<file path="src/rtl/alu_rr_arbiter_pkg.sv">
// alu_arb_pkg: shared types and constants for the two-requester ALU arbiter.
//   state_t   : arbiter FSM states
//   alu_cmd_t : one latched ALU command (operands, carry-in, opcode)
//   alu_rsp_t : one captured ALU response (result, flags, illegal-op error)
package alu_arb_pkg;

  localparam int W      = 16;  // operand / result width
  localparam int OPW    = 3;   // opcode width
  localparam int OP_MAX = 6;   // highest legal opcode

  typedef enum logic [1:0] {
    IDLE  = 2'd0,
    ISSUE = 2'd1,
    ERR   = 2'd2,
    RESP  = 2'd3
  } state_t;

  typedef struct packed {
    logic [W-1:0]   a;
    logic [W-1:0]   b;
    logic           cin;
    logic [OPW-1:0] op;
  } alu_cmd_t;

  typedef struct packed {
    logic [W-1:0] w;
    logic         zero;
    logic         neg;
    logic         err;
  } alu_rsp_t;

  function automatic logic op_legal(input logic [OPW-1:0] op);
    return (op <= OPW'(OP_MAX));
  endfunction

endpackage

</file>
<file path="src/rtl/alu_rr_arbiter_rr_pick2.sv">
// rr_pick2: combinational 2-way round-robin picker.
//   valid_i : request valid per requester
//   ptr_i   : requester that has priority this round
//   grant_o : chosen requester (meaningful only when any_o is high)
//   any_o   : at least one requester is valid
module rr_pick2 (
  input  logic [1:0] valid_i,
  input  logic       ptr_i,
  output logic       grant_o,
  output logic       any_o
);

  assign any_o   = |valid_i;
  // Priority holder wins if it is asking; otherwise the other one gets it.
  assign grant_o = valid_i[ptr_i] ? ptr_i : ~ptr_i;

endmodule

</file>
<file path="src/rtl/alu_rr_arbiter.sv">
// alu_rr_arbiter: shares one combinational ALU between two requesters with
// round-robin grant, registered ALU drive and a registered response.
//
// Ports:
//   clk, rst            : clock (rising edge), synchronous active-high reset
//   req_valid/req_ready : per-requester command handshake
//   req_a/req_b/req_cin/req_op : packed per-requester command fields
//   rsp_valid/rsp_ready : per-requester response handshake
//   rsp_w/rsp_zero/rsp_neg/rsp_err : shared response bus
//   alu_a/alu_b/alu_cin/alu_op : registered drive into the ALU
//   alu_w/alu_zero/alu_neg     : ALU result and flags
//   busy                : FSM not in IDLE
//   ops_done            : completed-transaction counter (wraps)
//   dbg_state           : current FSM state
//
// Handshakes: a transfer happens on a rising edge where valid and ready are
// both high. req_ready is a one-cycle strobe raised only in IDLE for the
// granted requester; the command must be present in that cycle. rsp_valid
// is raised for the granted requester in RESP and the response bus is held
// until rsp_ready of that same requester; rsp_ready of the other is ignored.
module alu_rr_arbiter
  import alu_arb_pkg::*;
(
  input  logic             clk,
  input  logic             rst,
  input  logic [1:0]       req_valid,
  output logic [1:0]       req_ready,
  input  logic [2*W-1:0]   req_a,
  input  logic [2*W-1:0]   req_b,
  input  logic [1:0]       req_cin,
  input  logic [2*OPW-1:0] req_op,
  output logic [1:0]       rsp_valid,
  input  logic [1:0]       rsp_ready,
  output logic [W-1:0]     rsp_w,
  output logic             rsp_zero,
  output logic             rsp_neg,
  output logic             rsp_err,
  output logic [W-1:0]     alu_a,
  output logic [W-1:0]     alu_b,
  output logic             alu_cin,
  output logic [OPW-1:0]   alu_op,
  input  logic [W-1:0]     alu_w,
  input  logic             alu_zero,
  input  logic             alu_neg,
  output logic             busy,
  output logic [15:0]      ops_done,
  output state_t           dbg_state
);

  state_t   state_q, state_d;
  logic     ptr_q, ptr_d;
  logic     gnt_q, gnt_d;
  alu_cmd_t cmd_q, cmd_d;
  alu_rsp_t rsp_q, rsp_d;
  logic [15:0] ops_done_q, ops_done_d;

  logic       pick_g;
  logic       pick_any;
  alu_cmd_t   sel_cmd;
  logic [1:0] ready_c;
  logic [1:0] valid_c;

  rr_pick2 u_pick (
    .valid_i (req_valid),
    .ptr_i   (ptr_q),
    .grant_o (pick_g),
    .any_o   (pick_any)
  );

  always_comb begin
    sel_cmd.a   = pick_g ? req_a[2*W-1:W]     : req_a[W-1:0];
    sel_cmd.b   = pick_g ? req_b[2*W-1:W]     : req_b[W-1:0];
    sel_cmd.cin = pick_g ? req_cin[1]         : req_cin[0];
    sel_cmd.op  = pick_g ? req_op[2*OPW-1:OPW] : req_op[OPW-1:0];
  end

  always_comb begin
    state_d    = state_q;
    ptr_d      = ptr_q;
    gnt_d      = gnt_q;
    cmd_d      = cmd_q;
    rsp_d      = rsp_q;
    ops_done_d = ops_done_q;
    ready_c    = 2'b00;
    valid_c    = 2'b00;
    unique case (state_q)
      IDLE: begin
        if (pick_any) begin
          ready_c[pick_g] = 1'b1;
          cmd_d           = sel_cmd;
          gnt_d           = pick_g;
          state_d         = op_legal(sel_cmd.op) ? ISSUE : ERR;
        end
      end
      ISSUE: begin
        rsp_d.w    = alu_w;
        rsp_d.zero = alu_zero;
        rsp_d.neg  = alu_neg;
        rsp_d.err  = 1'b0;
        state_d    = RESP;
      end
      ERR: begin
        // Drive registers are left alone so the ALU inputs do not toggle.
        rsp_d.w    = '0;
        rsp_d.zero = 1'b0;
        rsp_d.neg  = 1'b0;
        rsp_d.err  = 1'b1;
        state_d    = RESP;
      end
      RESP: begin
        valid_c[gnt_q] = 1'b1;
        if (rsp_ready[gnt_q]) begin
          ptr_d      = ~gnt_q;
          ops_done_d = ops_done_q + 16'd1;
          state_d    = IDLE;
        end
      end
      default: state_d = IDLE;
    endcase
  end

  always_ff @(posedge clk) begin
    if (rst) begin
      state_q    <= IDLE;
      ptr_q      <= 1'b0;
      gnt_q      <= 1'b0;
      cmd_q      <= '0;
      rsp_q      <= '0;
      ops_done_q <= '0;
    end else begin
      state_q    <= state_d;
      ptr_q      <= ptr_d;
      gnt_q      <= gnt_d;
      cmd_q      <= cmd_d;
      rsp_q      <= rsp_d;
      ops_done_q <= ops_done_d;
    end
  end

  // Strobes are masked during reset so nothing is accepted or delivered
  // while a transaction is being aborted.
  assign req_ready = rst ? 2'b00 : ready_c;
  assign rsp_valid = rst ? 2'b00 : valid_c;

  assign rsp_w     = rsp_q.w;
  assign rsp_zero  = rsp_q.zero;
  assign rsp_neg   = rsp_q.neg;
  assign rsp_err   = rsp_q.err;
  assign alu_a     = cmd_q.a;
  assign alu_b     = cmd_q.b;
  assign alu_cin   = cmd_q.cin;
  assign alu_op    = cmd_q.op;
  assign busy      = (state_q != IDLE);
  assign ops_done  = ops_done_q;
  assign dbg_state = state_q;

endmodule
</file>
<file path="config.mk">
export PLATFORM = sky130hd
export DESIGN_NAME = alu_rr_arbiter
export DESIGN_NICKNAME = d
export VERILOG_FILES = /design/src/rtl/alu_rr_arbiter_pkg.sv /design/src/rtl/alu_rr_arbiter_rr_pick2.sv /design/src/rtl/alu_rr_arbiter.sv
export SDC_FILE = /design/constraint.sdc
export NUM_CORES = 1
export LEC_CHECK = 0
export BUFFER_PORTS_ARGS = -buffer_cell sky130_fd_sc_hd__buf_2
export CAP_MARGIN = 5
export CORE_AREA = 2 2 93 95
export DETAILED_ROUTE_END_ITERATION = 7
export DIE_AREA = 0 0 95 97
export PLACE_DENSITY = 0.73
export SLEW_MARGIN = 20
export SYNTH_ARGS = -nofsm -noshare
export SYNTH_HDL_FRONTEND = slang
export SYNTH_HIERARCHICAL = 1
export SYNTH_SLANG_ARGS = --single-unit
</file>
<file path="constraint.sdc">
create_clock -name clk -period 1.4 [get_ports clk]
set_input_delay 0.21 -clock clk [delete_from_list [all_inputs] [get_ports clk]]
set_output_delay 0.21 -clock clk [all_outputs]
set_load 0.01 [all_outputs]
</file>
-- Word-level counts from Yosys, hierarchy flattened
Cells that the tools add are included.
- register bits after elaboration: 75
- input bits: 96
- output and inout port bits: 78
- logic and storage cells: 59
- muxes and demuxes: 23
- order comparisons: 6
- bitwise gates (word level): 2
- eq/ne operators: 5
- reduce and logical (&&, ||, !) cells: 10
- add/subtract/negate cells: 1
- operators by type and width (kind ; number):
    one-hot mux 19 bit (2 select lines) ; 1
    2-to-1 mux 16 bit ; 2
    adder 16 x 1 -> 16 bit, second input constant ; 1
    2-to-1 mux 2 bit ; 8
    2-to-1 mux 1 bit ; 8
    < comparator 1 x 2 -> 1 bit, second input constant ; 3
    one-hot mux 2 bit (3 select lines) ; 1
    AND reduction 2 bit ; 3
    == test 2 bit, second input constant ; 2
    inequality test 2 bit, second input constant ; 2
    nonzero test 2 bit ; 2
    OR reduction 2 bit ; 2
    <= comparator 3 bit, second input constant ; 1
    2-to-1 mux 3 bit ; 1
    demux 1 bit (select 1 bit) ; 2
    == test 2 x 1 -> 1 bit, second input constant ; 1
    greater-or-equal comparator 1 bit, second input constant ; 2
    logical AND 1 bit ; 2
    logical NOT 2 bit ; 1
    NOT 1 bit ; 2

-- Longest topological paths before layout
Gate-level depths: netlist of run 1.
- depth in word-level cells: 10
- depth in mapped cells: 7
- gate-level depth less buffers: 6

-- Modules after synthesis
Netlist of run 1, hierarchy kept.
- modules (own cells, without submodules) (module ; sequential area each (um2) ; area an instance (um2) ; cells an instance ; times used):
    alu_rr_arbiter ; 1501.4 ; 3291.9 ; 368 ; 1
    rr_pick2 ; 0.0 ; 20.0 ; 3 ; 1

-- Least setup slack after synthesis of run 1
No wires, ideal clock.
- path kind: register -> output
- from: register ptr_q
- to: output port req_ready[1]
- data required time: 1190 ps
- data arrival time: 1478 ps
- path buffers: 3
- stages on the path, launching flop included: 6
- path slack: -288 ps
- path through: dfxtp_1 mux2i_1 clkbuf_1 buf_4 buf_2 nor3b_1
- cells in the longest elaborated chain, start to end: 10
- elaborated cells on any way between the ends: 12
- classes of those cells: 2 x order compare; 8 x mux; 1 x bitwise; 1 x reduce/logical
- ends and longest elaborated chain (element ; line ; text):
    start: declaration ; alu_rr_arbiter.sv:51 ; logic ptr_q, ptr_d;
    start signal: assignment ; alu_rr_arbiter.sv:132 ; ptr_q <= ptr_d;
    2-to-1 mux 1 bit (implied by the code) (2 in series) ; alu_rr_arbiter_rr_pick2.sv:15 ; assign grant_o = valid_i[ptr_i] ? ptr_i : ~ptr_i;
    2-to-1 mux 1 bit * ; alu_rr_arbiter_rr_pick2.sv:15 ;
    named net pick_g ; alu_rr_arbiter.sv:57 ; logic pick_g;
    < comparator 1 x 2 -> 1 bit (implied by the code) or greater-or-equal comparator 1 bit (tied branches) ; alu_rr_arbiter.sv:89 ; ready_c[pick_g] = 1'b1;
    logical AND 1 bit (implied by the code) ; alu_rr_arbiter.sv:89 ;
    2-to-1 mux 1 bit (implied by the code) ; alu_rr_arbiter.sv:89 ;
    demux 1 bit (select 1 bit) * ; alu_rr_arbiter.sv:89 ;
    2-to-1 mux 2 bit * ; alu_rr_arbiter.sv:88 ; if (pick_any) begin
    2-to-1 mux 2 bit * ; alu_rr_arbiter.sv:86 ; unique case (state_q)
    2-to-1 mux 2 bit * ; alu_rr_arbiter.sv:142 ; assign req_ready = rst ? 2'b00 : ready_c;
    end: declaration ; alu_rr_arbiter.sv:27 ; output logic [1:0] req_ready,
The timed path passes the listed nets; every way through them passes the cells marked *. The select of a mux whose other input is x is not followed.

-- Worst setup path in the final report of run 1
Ends and elaborated chain as after synthesis.

==> impl_metrics.csv, run 1 <==
group,metric,value,unit
run_status,violations,"setup timing",
clocking,root_buffer,"clkbuf_8",
drt,drtIter0Drc,95,
clocking,cts_max_level,3,
sta,worstMarginPinSlew,0.3892,ns
drt,vias_per_cell,4.960,
drt,routedWlPerCell,14.11,µm
drt,route.detailed.drc,0,
clocking,cts_tree,"built",
clocking,worst_skew_pair.late_latency,0.34,ns
layout,syn2layout_area_growth,60.52,%
yosys,synth_cell_type_count,38,
setup_path,startpoint_type,"flop",
drt,drt-pass1-iter-count,4,
sta,min_period,1.610,ns
layout,fillers,675,
floorplanning,die-height,97,µm
drt,via_count,3452,
global_route,grt_start_max_net_pins,34,
yosys,syn_nets,471,
clocking,numCtsBuffers,9,
floorplanning,io_pins,174,
yosys,synth_warnings,6,
yosys,yosysMostFrequentCell,"dfxtp_1",
drt,ant_nets,0,
floorplanning,die_x,95,µm
yosys,ys_seq_area_share,45.33,%
global_route,grt_pass1_wl,14.95,mm
yosys,synth_enable_flop_cells,0,
setup_path,r2r_slack,-0.13,ns
setup_path,critical_path_arrival,1.40,ns
power,p_per_area,1245,nW/µm²
placed_design,dp.final_hpwl,7.040,mm
floorplanning,initial_core_util,40.72,%
worst_hold_path,hp-class,"input port to flop",
setup_path,worst_ep_required_time,1.19,ns
sta,rsz0062_at_grt,"true",
yosys,synth_mux_area_share,12.58,%
yosys,synth-simple-area-share,20.06,%
floorplanning,core,8134,µm²
yosys,synthAdderAreaFrac,1.511,%
global_route,grt_pass1_vias,3345,
yosys,yosys-top-cells-area,"dfxtp_1, mux2i_1, a211oi_1, nor2_1, a21oi_1",
yosys,synth-xor-area-share,2.645,%
yosys,async_reset_ff_share,0,%
yosys,synth-compound-area-share,13.98,%
layout,diodes,0,
yosys,syn_area,3312,µm²
yosys,yosysTopAreaCell,"dfxtp_1",
yosys,synth_top_family_by_area,"simple AND/OR/NAND/NOR gates",
sta,finalHoldViolCount,0,
yosys,ys.flop_type,"dfxtp_1",
setup_path,end_kind,"output port",
placed_design,placed_cells,664,
run_status,run_status,"finished with violations",
layout,multi_input_area,1963,µm²
clocking,cts_sinks,75,
sta,maxSlewHeadroom,74.05,%
yosys,postSynthAreaPerCell,8.927,µm²
placed_design,place_congestion,0.8424,
global_route,track_usage,20.37,%
floorplanning,rows,33,
yosys,synth-seq-cells,75,
sta,drv_slew,0,
global_route,grt_overflow_total,0,
clocking,cts_max_path_buffers,2,
setup_path,crit_type,"flop to output port",
flow_run,drv_cap,0,
power,vdd_drop_max,0.6979,mV
layout,drive_gt1_share,52.12,%
layout,seqCellArea,1518,µm²
sta,fin_crit_sh,115.0,%
sta,layout_setup_ws,-0.2098,ns
clocking,clk_pin_slew_worst_paths,0.08,ns
layout,postLayoutCoreUtil,65.36,%
drt,wl,9.818,mm
yosys,netlist_instances,371,
yosys,synth_top_area_share,45.33,%
floorplanning,dieArea,9215,µm²
placed_design,port-buffer-count,173,
sta,fin_worst_skew,0.006742,ns
setup_path,crit_fanout,2,
sta,setup-violations-final,43,
yosys,synth_common_cells,"dfxtp_1, nor2_1, mux2i_1, a211oi_1, a21oi_1",
power,leakage,2.576,nW
global_route,antenna_found_initial,0,
layout,final_cells,696,
sta,max_freq,621.2,MHz
layout,final_nets,687,
## routing by layer
metal,GRT usage [%],wire (µm),vias to the layer above
met2,35.84,5048,126
met3,5.140,650,12
met1,22.47,3952,1583
met4,9.588,165,0
li1,-,-,1731
met5,0,0,-
## area by class of cell
cell class                      count  area share [%]
Clock inverter                      3          0.7531
Clock buffer                       12           2.542
Sequential cell                    75           28.55
Multi-Input combinational cell    264           36.93
Timing Repair Buffer              232           28.27
Tap cell                          105           2.471
Inverter                            5          0.4942
## cell usage in the layout, fill, tap and decap left out, types with 3 or more instances in the layout
cell type	netlist	routed
nand4_1	6	6
mux2i_2	0	5
clkbuf_8	0	9
mux2i_1	39	32
buf_12	0	7
buf_6	0	11
dfxtp_2	0	7
inv_4	0	3
xor2_1	5	5
a21oi_2	0	8
clkbuf_1	21	3
xnor2_1	5	5
o21ai_0	4	4
nand3_1	8	8
a21oi_1	26	18
nor2b_1	20	19
buf_4	1	38
nor2_1	70	66
buf_2	4	172
dfxtp_1	75	66
a211oi_1	36	28
a211oi_2	0	8
nand2_1	11	10
## kinds of logic after synthesis
| logic type | after synthesis |
|---|---|
| AND/OR/NAND/NOR | 138 |
| adder cells (fa/ha/maj) | 4 |
| multiplexers | 41 |
| AO/OA/AOI/OAI | 71 |
| flip-flops | 75 |
| buffers and inverters | 32 |
| XOR/XNOR | 10 |
## power by group
group	total (mW)	switching [mW]	internal, mW
logic	2.44	1.18	1.26
clock network	1.57	0.756	0.811
registers	2.61	0.170	2.44
total	6.62	2.11	4.51
## worst max-delay path: stages (launching register included)
cell and delay (ns):
dfxtp_2 0.37, mux2i_4 0.26, buf_12 0.13, nor3b_4 0.15, buf_2 0.16
## path summary, 6_finish.rpt
kind,depth (start not counted),from,endpoint
worst max-delay path,4,ptr_q$_SDFFE_PP0P_,req_ready[1]
worst min-delay path,3,alu_w[11],rsp_w[11]$_SDFFE_PP0P_
worst max register to register,6,ptr_q$_SDFFE_PP0P_,alu_a[13]$_SDFFE_PP0P_
worst min register to register,2,alu_cin$_SDFFE_PP0P_,alu_cin$_SDFFE_PP0P_
## stage by stage
step | instance area [µm²] | total power [mW] | hold WS, ns | TNS [ns] | worst slack (ns)
final | 5316 | 6.619 | 0.09416 | -3.787 | -0.2098
after global routing | 5316 | 6.991 | 0.08996 | -6.786 | -0.2592
after CTS | 4986 | 6.288 | 0.07560 | -5.613 | -0.2243
after detailed placement | 4672 | 4.559 | 0.4432 | -0.7654 | -0.06537
after global placement | 4672 | 4.508 | 0.4333 | -0.08406 | -0.05273
after floorplan | 3431 | 3.756 | 0.3365 | -0.3467 | -0.08759
## flip-flops by register name, summed over array words and instances, names as in the netlist, 2 cells and up
register   count
alu_a         16
alu_b         16
alu_op         3
dbg_state      2
ops_done      16
rsp_w         16
## repair_timing
item | 4_1_cts | 5_1_grt
buffers inserted | 5 | 6
pin swaps | 6 | 10
setup endpoints to repair | 42 | 68
resized for setup | 24 | 47
cloned | 1 | 5
hold buffers | 0 | 0
Power figures use the tool's default switching activity.
==> run 2, diff against run 1 <==
==> constraint.sdc (replaced) <==
create_clock -name clk -period 1.3 [get_ports clk]
set_input_delay 0.195 -clock clk [delete_from_list [all_inputs] [get_ports clk]]
set_output_delay 0.195 -clock clk [all_outputs]
set_load 0.01 [all_outputs]
==> run 2 against run 1 <==
- the flow still finishes with violations (setup timing)
- global-route usage is 0.067 points higher
- power is 9.5% higher
- register-to-register slack worse by 0.13 ns
- critical path depth is 2 higher
- critical endpoint unchanged
- highest routed layer is now met5
==> impl_metrics.csv, run 2 (synthesis results as in run 1) <==
group,metric,value,unit
run_status,run_status,"finished with violations",
run_status,violations,"setup timing",
drt,vias_per_cell,5.010,
clocking,clk_pin_slew_worst_paths,0.07,ns
flow_run,drv_cap,0,
global_route,antenna_found_initial,1,
sta,layout_setup_ws,-0.2828,ns
layout,final_nets,698,
setup_path,worst_ep_required_time,1.11,ns
layout,final_cell_mix,"buf_2, dfxtp_1, nor2_1, buf_4, a211oi_1",
global_route,grt_overflow_total,0,
clocking,cts_sinks,75,
global_route,grtUsageMet2,35.46,%
drt,wl,10.44,mm
floorplanning,dieArea,9215,µm²
clocking,numCtsBuffers,9,
layout,drive_gt1_share,60.70,%
sta,finalHoldViolCount,0,
layout,fillers,579,
power,p_per_area,1255,nW/µm²
placed_design,place_congestion,0.8222,
drt,via_count,3547,
global_route,grt_pass1_wl,15.03,mm
sta,fin_worst_skew,0.01421,ns
clocking,cts_max_level,3,
sta,fin_crit_sh,121.8,%
sta,maxSlewHeadroom,79.80,%
layout,final_common_cell,"buf_2",
global_route,use_met3,6.620,%
global_route,track_usage,20.44,%
power,leakage,2.706,nW
sta,min_period,1.583,ns
sta,rsz0062_at_grt,"true",
floorplanning,io_pins,174,
sta,max_freq,631.8,MHz
clocking,worst_skew_pair.late_latency,0.34,ns
drt,drt-pass1-iter-count,4,
placed_design,port-buffer-count,173,
setup_path,critical_path_arrival,1.39,ns
floorplanning,rows,33,
floorplanning,die_x,95,µm
worst_hold_path,hp-class,"input port to flop",
drt,route.detailed.drc,0,
global_route,busiest_layer,"met2",
floorplanning,initial_core_util,40.72,%
clocking,cts_max_path_buffers,2,
global_route,grt_pass1_vias,3336,
drt,routedWlPerCell,14.75,µm
clocking,cts_tree,"built",
clocking,root_buffer,"clkbuf_8",
sta,whs,0.08590,ns
setup_path,r2r_slack,-0.26,ns
global_route,use_met1,23.35,%
setup_path,end_kind,"output port",
setup_path,startpoint_type,"flop",
sta,setup_tns,-9.091,ns
layout,diodes,0,
setup_path,crit_type,"flop to output port",
sta,setup-violations-final,72,
layout,syn2layout_area_growth,74.39,%
global_route,grt_start_max_net_pins,35,
placed_design,dp.final_hpwl,6.964,mm
drt,ant_nets,0,
setup_path,crit_fanout,3,
drt,drtIter0Drc,83,
power,vdd_drop_max,0.7454,mV
sta,drv_slew,0,
sta,worstMarginPinSlew,0.3005,ns
floorplanning,core,8134,µm²
floorplanning,die-height,97,µm
-- run 2: path summary, 6_finish.rpt --
kind / from / endpoint / depth (start not counted)
worst max-delay path: dbg_state[1]$_SDFFE_PP0P_ / req_ready[1] / 6
worst min-delay path: alu_w[3] / rsp_w[3]$_SDFFE_PP0P_ / 3
worst max register to register: ptr_q$_SDFFE_PP0P_ / alu_a[1]$_SDFFE_PP0P_ / 6
worst min register to register: alu_b[1]$_SDFFE_PP0P_ / alu_b[1]$_SDFFE_PP0P_ / 2
-- run 2: through the flow --
stage          util (%)  std cells  total power [mW]  worst slack [ns]  cell area (µm²)
2_1_floorplan         -        371             4.231           -0.1396             3588
3_3_place_gp      59.02        670             4.898           -0.1693             4801
3_5_place_dp      59.02        670             4.965           -0.1976             4801
4_1_cts           65.33        700             6.733           -0.3096             5314
5_1_grt           71.00        708             7.652           -0.3600             5776
6_report          71.00        708             7.246           -0.2828             5776
-- run 2: power by group --
part           internal [mW]  total (mW)  switching, mW
sequential              2.62        2.81          0.193
clock                  0.739        1.55          0.812
combinational           1.50        2.88           1.38
-- run 2: layout make-up --
cell class                      count  area, µm²  area share [%]
Clock buffer                       13      148.9           2.578
Clock inverter                      3      15.01          0.2600
Inverter                            5      21.27          0.3683
Multi-Input combinational cell    264       2210           38.26
Sequential cell                    75       1526           26.43
Tap cell                          105      131.4           2.275
Timing Repair Buffer              243       1723           29.83
-- run 2: repair_timing --
action                     in CTS  in global routing
gates cloned                    1                  6
gates resized for setup        56                 73
hold buffers                    0                  0
pin swaps                      17                 49
buffers inserted               15                  3
setup endpoints to repair      79                 79
-- run 2: metal layers --
layer,routed length (µm),vias up
met5,13,-
met4,142,2
met3,725,17
met2,5310,133
met1,4249,1638
li1,-,1757
-- run 2: worst max-delay path: stages (launching register included) --
cell and delay [ns]:
dfxtp_4 0.36, buf_6 0.12, inv_4 0.04, ha_4 0.14, nand2_4 0.06, nor3b_4 0.18
buf_2 0.16
==> run 3, diff against run 2 <==
--- a/config.mk
+++ b/config.mk
@@ -10,9 +10,8 @@
 export CORE_AREA = 2 2 93 95
 export DETAILED_ROUTE_END_ITERATION = 7
 export DIE_AREA = 0 0 95 97
-export PLACE_DENSITY = 0.73
+export PLACE_DENSITY = 0.72
 export SLEW_MARGIN = 20
 export SYNTH_ARGS = -nofsm -noshare
 export SYNTH_HDL_FRONTEND = slang
-export SYNTH_HIERARCHICAL = 1
 export SYNTH_SLANG_ARGS = --single-unit
==> run 3 against run 2 <==
- the run still ends with setup timing left
- area after synthesis is 0.83% lower
- flip-flop and latch count stayed put
- via count is 6.5% higher
- cell area is 7.2% higher
- register-to-register slack worse by 0.17 ns
- final cell count is 2.8% higher
- critical endpoint is now ops_done[14]$_SDFFE_PP0P_
- largest power group unchanged
==> impl_metrics.csv, run 3 <==
group,metric,value,unit
layout,final_area,6192,µm²
yosys,async_reset_ff_share,0,%
global_route,track_usage,24.86,%
sta,maxSlewHeadroom,74.12,%
drt,route.detailed.drc,0,
setup_path,worst_ep_required_time,1.58,ns
floorplanning,dieArea,9215,µm²
clocking,clk_pin_slew_worst_paths,0.08,ns
sta,fin_worst_skew,0.01215,ns
layout,fillers,522,
power,leakage,2.834,nW
floorplanning,initial_core_util,40.38,%
setup_path,critical_path_arrival,2.02,ns
yosys,synth-xor-area-share,1.600,%
global_route,grt_start_max_net_pins,27,
sta,drv_slew,0,
global_route,antenna_found_initial,0,
worst_hold_path,whs_endpoint,"rsp_neg$_SDFFE_PP0P_",
drt,wl,11.89,mm
clocking,hold_buffers,0,
sta,worstMarginPinSlew,0.3882,ns
yosys,synth_enable_flop_cells,0,
placed_design,place_congestion,0.8153,
sta,setup-violations-final,79,
yosys,synth_common_cells,"dfxtp_1, nor2_1, mux2i_1, a211oi_1, a21oi_1",
setup_path,end_kind,"flop",
yosys,synth-simple-area-share,20.27,%
placed_design,port-buffer-count,173,
drt,ant_nets,0,
floorplanning,die_x,95,µm
yosys,synth-seq-cells,75,
setup_path,crit_fanout,5,
drt,vias_per_cell,5.187,
layout,final_common_cell,"buf_2",
placed_design,dp_slack,-0.3360,ns
layout,final_cell_mix,"buf_2, dfxtp_1, buf_4, nor2_1, mux2i_1",
run_status,violations,"setup timing",
placed_design,placed_cells,674,
floorplanning,rows,33,
yosys,yosysTopAreaCell,"dfxtp_1",
sta,max_freq,576.8,MHz
flow_run,drv_cap,0,
power,p_per_area,2125,nW/µm²
global_route,grt_pass1_wl,18.20,mm
run_status,run_status,"finished with violations",
yosys,syn_area,3284,µm²
sta,fin_crit_sh,133.4,%
yosys,ys_seq_area_share,45.71,%
setup_path,crit_type,"flop to flop",
drt,routedWlPerCell,16.33,µm
sta,rsz0062_at_grt,"true",
yosys,synth_warnings,0,
setup_path,startpoint_type,"flop",
yosys,postSynthAreaPerCell,8.805,µm²
layout,final_nets,718,
clocking,cts_sinks,75,
worst_hold_path,hp-class,"input port to flop",
clocking,cts_max_path_buffers,2,
clocking,numCtsBuffers,9,
layout,diodes,0,
drt,via_count,3776,
clocking,cts_tree,"built",
yosys,yosys-top-cells-area,"dfxtp_1, mux2i_1, a211oi_1, nor2_1, a21oi_1",
floorplanning,io_pins,174,
sta,finalHoldViolCount,0,
yosys,synth_top_area_share,45.71,%
yosys,synth_top_family_by_area,"simple AND/OR/NAND/NOR gates",
sta,min_period,1.734,ns
setup_path,worst_r2r_path_depth,5,
floorplanning,die-height,97,µm
placed_design,dp.final_hpwl,6.894,mm
drt,drtIter0Drc,52,
power,vdd_drop_max,1.248,mV
global_route,grt_pass1_vias,3909,
layout,syn2layout_area_growth,88.53,%
layout,final_cells,728,
setup_path,r2r-end,"ops_done[14]$_SDFFE_PP0P_",
yosys,synthAdderAreaFrac,1.524,%
yosys,yosysMostFrequentCell,"dfxtp_1",
worst_hold_path,min_from,"alu_neg",
sta,setup_tns,-18.58,ns
drt,drt-pass1-iter-count,4,
setup_path,r2r_slack,-0.43,ns
clocking,worst_skew_pair.late_latency,0.36,ns
yosys,ys.flop_type,"dfxtp_1",
yosys,netlist_instances,373,
clocking,root_buffer,"clkbuf_8",
placed_design,postPlaceCellArea,4718,µm²
worst_hold_path,hold_depth,3,
sta,layout_setup_ws,-0.4338,ns
layout,drive_gt1_share,66.77,%
clocking,cts_max_level,3,
yosys,synth_cell_type_count,36,
yosys,synth-compound-area-share,16.11,%
global_route,grt_overflow_total,0,
floorplanning,core,8134,µm²
yosys,syn_nets,473,
yosys,synth_mux_area_share,11.01,%
setup_path,worst_r2r_startpoint,"ops_done[1]$_SDFFE_PP0P_",
==> run 3: cell types whose count changed after synthesis, moves of 2 or more <==
cell / previous run / this run
a21oi_1: 26 / 32
or3_1: 1 / 5
mux2i_1: 39 / 35
nand4_1: 6 / 4
or3_2: 2 / 0
xnor2_1: 5 / 2
or4_1: 1 / 3
a311oi_1: 0 / 4
a22o_1: 2 / 0
a211oi_1: 36 / 34
nor2_1: 70 / 68
o21ai_0: 4 / 6
o31ai_1: 1 / 3
nand3_1: 8 / 10
==> run 3: metrics by stage <==
stage / hold WS (ns) / util, % / power, mW
global route: 0.05347 / 76.13 / 13.84
global placement: 0.4203 / 58.01 / 7.646
CTS: 0.05353 / 73.17 / 12.64
finish: 0.06530 / 76.13 / 13.16
floorplan: 0.3341 / - / 6.197
detailed placement: 0.4304 / 58.01 / 7.770
==> run 3: area by class of cell <==
cell class | instances | area, µm² | area share, %
multi-input combinational | 266 | 2315 | 37.38
timing repair buffer | 260 | 1987 | 32.09
sequential | 75 | 1538 | 24.83
clock buffer | 11 | 152.6 | 2.465
tap | 105 | 131.4 | 2.122
clock inverter | 5 | 36.28 | 0.5860
inverter | 6 | 32.53 | 0.5254
==> run 3: worst max path at each step <==
stage	slack, ns	depth (start not counted)	from	end
2_1_floorplan	-0.30	5	dbg_state[0]$_SDFFE_PP0P_	ops_done[14]$_SDFFE_PP0P_
3_3_place_gp	-0.28	5	ops_done[0]$_SDFFE_PP0P_	ops_done[14]$_SDFFE_PP0P_
3_5_place_dp	-0.34	5	ops_done[1]$_SDFFE_PP0P_	ops_done[12]$_SDFFE_PP0P_
4_1_cts	-0.37	5	dbg_state[0]$_SDFFE_PP0P_	ops_done[14]$_SDFFE_PP0P_
5_1_grt	-0.49	7	ops_done[1]$_SDFFE_PP0P_	ops_done[10]$_SDFFE_PP0P_
6_report	-0.43	5	ops_done[1]$_SDFFE_PP0P_	ops_done[14]$_SDFFE_PP0P_
==> run 3: worst max-delay path, stage by stage, from the launching register on <==
cell and delay, ns:
dfxtp_4 0.38, ha_4 0.14, nand4_1 0.16, or4_4 0.49
or3_4 0.35, a21oi_2 0.15
==> run 3: per-layer routing <==
layer	vias to the layer above	wire [µm]	GRT usage, %	share of wire, %
met5	-	0	0	0
met4	0	330	9.476	2.8
met3	35	623	5.530	5.2
met2	140	6189	44.30	52
met1	1786	4743	28.34	40
li1	1815	-	-	-
==> run 3: where the power goes <==
group	switching, mW	internal (mW)	leakage [nW]
combinational	3.73	4.29	2.11
clock	0.914	0.814	0.0984
sequential	0.450	2.96	0.627
==> run 3: kinds of logic after synthesis <==
kind of cell	Yosys count
compound gates	82
simple gates	138
fa+ha+maj	4
mux	36
buf+inv	32
flops	75
xor+xnor	6
==> run 3: what timing repair did <==
item	in CTS	in global routing
endpoints found under the setup margin	74	83
cloned	12	1
pin swaps	38	40
setup buffers	19	9
resized for setup	141	50
